File: src/rtl/pc_pkg.sv
// Shared definitions for the fetch-stage program-counter unit:
// next-PC source encodings, FSM states and default widths.
package pc_pkg;

    localparam int         PC_W_DEF    = 8;
    localparam logic [7:0] IRQ_VEC_DEF = 8'h01;

    typedef enum logic [1:0] {
        PC_SRC_SEQ    = 2'b00,
        PC_SRC_BRANCH = 2'b01,
        PC_SRC_JUMP   = 2'b10,
        PC_SRC_RET    = 2'b11
    } pc_src_e;

    typedef enum logic {
        ST_IDLE = 1'b0,
        ST_ISR  = 1'b1
    } irq_state_e;

endpackage

File: src/rtl/ret_addr_stack.sv
// Circular return-address stack; a push when full overwrites the
// oldest entry, a pop when empty leaves the stack untouched.
module ret_addr_stack #(
    parameter int PC_W      = 8,
    parameter int RAS_DEPTH = 4
) (
    input  logic                             clk,
    input  logic                             rst_n,
    input  logic                             push,
    input  logic                             pop,
    input  logic [PC_W-1:0]                  push_data,
    output logic [PC_W-1:0]                  top,
    output logic [$clog2(RAS_DEPTH+1)-1:0]   count,
    output logic                             ovf,
    output logic                             unf
);

    localparam int CNT_W = $clog2(RAS_DEPTH + 1);
    localparam int PTR_W = (RAS_DEPTH > 1) ? $clog2(RAS_DEPTH) : 1;

    logic [PC_W-1:0]  mem_q [RAS_DEPTH];
    logic [PTR_W-1:0] wptr_q;
    logic [PTR_W-1:0] wptr_inc;
    logic [PTR_W-1:0] wptr_dec;
    logic [CNT_W-1:0] cnt_q;
    logic             full;
    logic             empty;

    assign full  = (cnt_q == CNT_W'(RAS_DEPTH));
    assign empty = (cnt_q == '0);

    // wptr_q points at the slot the next push writes; when full that
    // slot holds the oldest entry, which makes overflow overwrite it.
    assign wptr_inc = (wptr_q == PTR_W'(RAS_DEPTH - 1)) ? '0
                                                        : wptr_q + PTR_W'(1);
    assign wptr_dec = (wptr_q == '0) ? PTR_W'(RAS_DEPTH - 1)
                                     : wptr_q - PTR_W'(1);

    assign top   = mem_q[wptr_dec];
    assign count = cnt_q;
    assign ovf   = push && full;
    assign unf   = pop && empty;

    always_ff @(posedge clk) begin
        if (!rst_n) begin
            wptr_q <= '0;
            cnt_q  <= '0;
        end else if (push) begin
            wptr_q <= wptr_inc;
            if (!full) begin
                cnt_q <= cnt_q + CNT_W'(1);
            end
        end else if (pop && !empty) begin
            wptr_q <= wptr_dec;
            cnt_q  <= cnt_q - CNT_W'(1);
        end
    end

    always_ff @(posedge clk) begin
        if (push) begin
            mem_q[wptr_q] <= push_data;
        end
    end

endmodule

File: src/rtl/pc_sequencer.sv
// Fetch-stage PC register with next-PC selection, call/return stack
// and a single-level interrupt entry/exit handshake.
module pc_sequencer
    import pc_pkg::*;
#(
    parameter int              PC_W      = PC_W_DEF,
    parameter int              RAS_DEPTH = 4,
    parameter logic [PC_W-1:0] RESET_VEC = '0,
    parameter logic [PC_W-1:0] IRQ_VEC   = PC_W'(IRQ_VEC_DEF)
) (
    input  logic                           clk,
    input  logic                           rst_n,
    input  logic                           stall,
    input  logic [1:0]                     pc_src,
    input  logic                           call,
    input  logic                           reti,
    input  logic [PC_W-1:0]                branch_addr,
    input  logic [PC_W-1:0]                jump_addr,
    input  logic [PC_W-1:0]                ret_addr,
    input  logic                           irq_req,
    output logic                           irq_ack,
    output logic [PC_W-1:0]                pc,
    output logic [PC_W-1:0]                pc_plus1,
    output logic [$clog2(RAS_DEPTH+1)-1:0] ras_count,
    output logic                           ras_ovf,
    output logic                           ras_unf,
    output logic                           in_isr
);

    localparam int CNT_W = $clog2(RAS_DEPTH + 1);

    logic [PC_W-1:0]  pc_q;
    logic [PC_W-1:0]  pc_d;
    irq_state_e       state_q;
    irq_state_e       state_d;
    logic             ack_q;
    logic             ack_d;
    logic             ovf_q;
    logic             unf_q;

    logic             push;
    logic             pop;
    logic [PC_W-1:0]  push_data;
    logic [PC_W-1:0]  ras_top;
    logic [CNT_W-1:0] ras_cnt;
    logic             ras_ovf_c;
    logic             ras_unf_c;
    logic             irq_take;

    assign pc_plus1 = pc_q + PC_W'(1);
    assign irq_take = irq_req && (state_q == ST_IDLE) && !stall;

    always_comb begin
        pc_d      = pc_q;
        state_d   = state_q;
        ack_d     = 1'b0;
        push      = 1'b0;
        pop       = 1'b0;
        push_data = pc_plus1;
        if (!stall) begin
            if (irq_take) begin
                // The instruction at pc is dropped and re-fetched on reti.
                push      = 1'b1;
                push_data = pc_q;
                pc_d      = IRQ_VEC;
                state_d   = ST_ISR;
                ack_d     = 1'b1;
            end else begin
                unique case (pc_src)
                    PC_SRC_SEQ: begin
                        pc_d = pc_plus1;
                    end
                    PC_SRC_BRANCH: begin
                        pc_d = branch_addr;
                    end
                    PC_SRC_JUMP: begin
                        pc_d = jump_addr;
                        push = call;
                    end
                    PC_SRC_RET: begin
                        pop  = 1'b1;
                        pc_d = (ras_cnt == '0) ? ret_addr : ras_top;
                        if (reti) begin
                            state_d = ST_IDLE;
                        end
                    end
                endcase
            end
        end
    end

    always_ff @(posedge clk) begin
        if (!rst_n) begin
            pc_q    <= RESET_VEC;
            state_q <= ST_IDLE;
            ack_q   <= 1'b0;
            ovf_q   <= 1'b0;
            unf_q   <= 1'b0;
        end else begin
            pc_q    <= pc_d;
            state_q <= state_d;
            ack_q   <= ack_d;
            ovf_q   <= ras_ovf_c;
            unf_q   <= ras_unf_c;
        end
    end

    ret_addr_stack #(
        .PC_W      (PC_W),
        .RAS_DEPTH (RAS_DEPTH)
    ) u_ras (
        .clk       (clk),
        .rst_n     (rst_n),
        .push      (push),
        .pop       (pop),
        .push_data (push_data),
        .top       (ras_top),
        .count     (ras_cnt),
        .ovf       (ras_ovf_c),
        .unf       (ras_unf_c)
    );

    assign pc        = pc_q;
    assign ras_count = ras_cnt;
    assign in_isr    = (state_q == ST_ISR);
    assign irq_ack   = ack_q;
    assign ras_ovf   = ovf_q;
    assign ras_unf   = unf_q;

endmodule

File: config.mk
export PLATFORM = sky130hd
export DESIGN_NAME = pc_sequencer
export DESIGN_NICKNAME = d
export VERILOG_FILES = /design/src/rtl/pc_pkg.sv /design/src/rtl/ret_addr_stack.sv /design/src/rtl/pc_sequencer.sv
export SDC_FILE = /design/constraint.sdc
export NUM_CORES = 1
export LEC_CHECK = 0
export ABC_AREA = 1
export CORE_ASPECT_RATIO = 0.5
export CORE_MARGIN = 10
export CORE_UTILIZATION = 52
export DETAILED_ROUTE_END_ITERATION = 16
export PLACE_DENSITY = 0.76
export SYNTH_ARGS = -nofsm -noshare
export SYNTH_HDL_FRONTEND = slang
export SYNTH_HIERARCHICAL = 1
export SYNTH_SLANG_ARGS = --single-unit
File: constraint.sdc
create_clock -name clk -period 2.4 [get_ports clk]
set_input_delay 0.72 -clock clk [delete_from_list [all_inputs] [get_ports clk]]
set_output_delay 0.72 -clock clk [all_outputs]
set_load 0.1 [all_outputs]
==> flow_metrics.py <==
metrics = {
    "worst_setup_path": {
        "path_class": "reg -> out",
        "critical-path-max-stage-delay_ns": 0.40,
        "worst-endpoint-arrival_ns": 1.56,
        "setup.worst_path.start_class": "flip-flop",
        "reg2reg_slack_ns": 0.36,
        "cp-end-kind": "primary output",
        "slowest_stage": "dfxtp_2",
        "r2r-end": "pc[0]",
        "cp_max_fo": 6,
        "crit_chain": "ha_1 -> nand2_1 -> inv_1 -> nand3_1 -> nand2_2 -> buf_12",
        "worstPathRequired_ns": 1.68,
        "crit_family": "flip-flops",
        "reg2reg_depth": 14,
        "path_depth": 6,
        "cp_num_buf_inv": 2,
        "timing.rr.start": "u_ras/wptr_q[0]",
    },
    "cells_and_area": {
        "drive_above_1_share_pct": 19.21,
        "seqCellArea_um2": 1313,
        "area_delta_synth_final_pct": 33.83,
        "fin_util_pct": 73.52,
        "num_antenna_cells": 0,
        "nets": 470,
        "multi_input_area_um2": 1222,
        "fillers": 386,
    },
    "cts": {
        "clock_path_buffers": 2,
        "cts_sinks": 49,
        "cts_buffers": 5,
        "clk_pin_slew_ns": 0.09,
        "cts_resized": 0,
        "cts_setup_buffers": 0,
        "cts_max_level": 2,
        "root_buffer": "clkbuf_8",
        "clk_latency_ns": 0.30,
        "hold_buffers": 0,
        "cts_tree": "done",
    },
    "sta": {
        "period_needed_ns": 2.281,
        "clock.fmax_ghz": 0.4384,
        "max_slew_margin_pct": 69.33,
        "finalHoldViolCount": 0,
        "rsz0062_at_grt": "false",
        "min_period_over_period_pct": 95.04,
        "worstMarginPinSlew_ns": 0.4552,
        "clock-skew-final_ns": 0.007446,
        "tns_ns": 0,
        "timing.final.max_slew_violations": 0,
        "setup_viol": 0,
    },
    "min_path": {
        "hold_start": "pc[5]",
        "hp-class": "reg -> reg",
        "hold_depth": 2,
        "hold_end": "pc[5]",
    },
    "synthesis": {
        "ys_ff_latch": 49,
        "synth_compound_area_share_pct": 11.02,
        "ys_warn_count": 6,
        "synth_top_cell_by_area": "edfxtp_1",
        "synth_commonest_cells": "nand2_1, inv_1, nand3_1",
        "synth-edff-count": 32,
        "ys_seq_area_share_pct": 47.17,
        "synth_top_family_by_area": "simple AND/OR/NAND/NOR gates",
        "synth-adder-area-share_pct": 3.447,
        "syn-num-nets": 395,
        "muxShareOfSynthArea_pct": 0,
        "async_flop_share_pct": 0,
        "syn_area_um2": 2759,
        "synth_xor_area_share_pct": 0.6349,
        "synth.top_cells.by_area": "edfxtp_1, nand2_1, dfxtp_1, nand3_1, inv_1",
        "ys_types": 32,
        "avgSynthCellArea_um2": 7.750,
        "yosysMostFrequentCell": "nand2_1",
        "syn_inst": 356,
        "synth_top_area_share_pct": 34.83,
        "yosys.area_share.simple_pct": 28.07,
        "synth_ff_type": "edfxtp_1",
    },
    "floorplanning": {
        "die-width_um": 123.0,
        "io_pins": 55,
        "fp.dieH_um": 71.51,
        "coreArea_um2": 5022,
        "fp.dieArea_um2": 8796,
        "start_util_pct": 54.93,
        "row_count": 18,
    },
    "job": {
        "cap_violations": 0,
    },
    "global_route": {
        "grt_overflow": 0,
        "grt_pass1_wl_um": 12040,
        "grt_max_degree": 18,
        "antenna_found_initial": 0,
        "grt_usage_pct": 17.05,
        "grt_pass1_vias": 2398,
    },
    "route": {
        "drt-initial-drc-count": 246,
        "routed_via_density": 4.978,
        "drtPass1Iterations": 4,
        "wirelength_um": 7295,
        "routed-via-count": 2499,
        "ant_nets": 0,
        "drc": 0,
        "wl_per_cell_um": 14.53,
    },
    "power": {
        "p_per_area_nw_per_um2": 638.5,
        "leakage_uw": 0.001680,
        "max-vdd-ir-drop_v": 0.0003454,
        "finalPower_uw": 2358,
    },
    "placed_design": {
        "finalWeightedCongestion": 0.8901,
        "hpwlAfterDp_um": 5890,
        "io_buffers": 54,
    },
    "run_status": {
        "outcome": "complete, no violations",
    },
}
metal layers:
layer  wire (µm)  vias up  part of all wire, %  GRT usage [%]
li1            -     1292                    -              -
met1        3344     1113                   46          22.30
met2        3294       90                   45          27.23
met3         606        4                  8.3          5.082
met4          50        0                 0.69          3.979
met5           0        -                    0              0
cells by family (layout without fill, tap and decap cells):
logic type / after synthesis / in the layout
xor gates and xnor gates: 2 / 2
buffers and inverters: 61 / 137
and+or+nand+nor: 183 / 183
adders and majority gates: 7 / 7
DFF: 49 / 49
AOI/OAI and AO/OA: 54 / 54
worst max-delay path by stage:
stage	start	to	slack, ns
floorplan	pc[0]	pc_plus1[7]	-0.22
global placement	pc_src[0]	u_ras/count[2]	-0.03
detailed placement	pc_src[1]	u_ras/count[2]	-0.19
CTS	pc[1]	pc_plus1[4]	0.10
global route	pc[1]	pc_plus1[6]	0.01
finish	pc[1]	pc_plus1[6]	0.12
area by class of cell:
class                           count  share of cell area (%)
Clock buffer                        6                   1.965
Clock inverter                      2                   1.050
Inverter                           55                   5.761
Multi-Input combinational cell    246                   33.11
Sequential cell                    49                   35.55
Tap cell                           70                   2.372
Timing Repair Buffer               74                   20.20
layout by cell type, fill, tap and decap left out, types with 6 or more instances in the layout:
master,instances
dfxtp_2,6
o21ai_1,11
dfxtp_1,10
nor2_1,26
inv_1,44
nand2_2,8
ha_1,6
buf_12,9
clkdlybuf4s50_1,31
o21ai_0,16
inv_2,6
edfxtp_1,32
nand2_1,107
a21oi_1,16
nand3_1,35
buf_4,34
worst register-to-register path, stage by stage (launching register included):
cell,delay (ns)
dfxtp_1,0.42
inv_2,0.12
ha_1,0.28
nor2_8,0.27
inv_4,0.15
nand2_1,0.08
nand2_1,0.06
nand2_1,0.05
o21ai_1,0.07
inv_1,0.06
nand2_1,0.05
o211ai_1,0.13
nand4_1,0.12
nand2_1,0.08
inv_1,0.04
where the power goes:
part	internal, µW	switching, µW
registers	952	39.9
logic	250	526
clock network	313	276
total	1520	843
flip-flops by register name (all words and copies together), names as in the netlist:
signal	count
u_ras/mem_q	32
pc	8
u_ras/count	3
u_ras/wptr_q	2
in_isr	1
irq_ack	1
ras_ovf	1
ras_unf	1
through the flow:
stage	cell area (µm²)	worst slack [ns]	cells	hold WS, ns
global placement	3581	-0.02996	494	0.4796
detailed placement	3581	-0.1864	494	0.4837
CTS	3692	0.1001	502	0.4971
global route	3692	0.01474	502	0.5162
finish	3692	0.1190	502	0.4979
floorplan	2805	-0.2193	356	0.5049
Power figures use the tool's default switching activity.
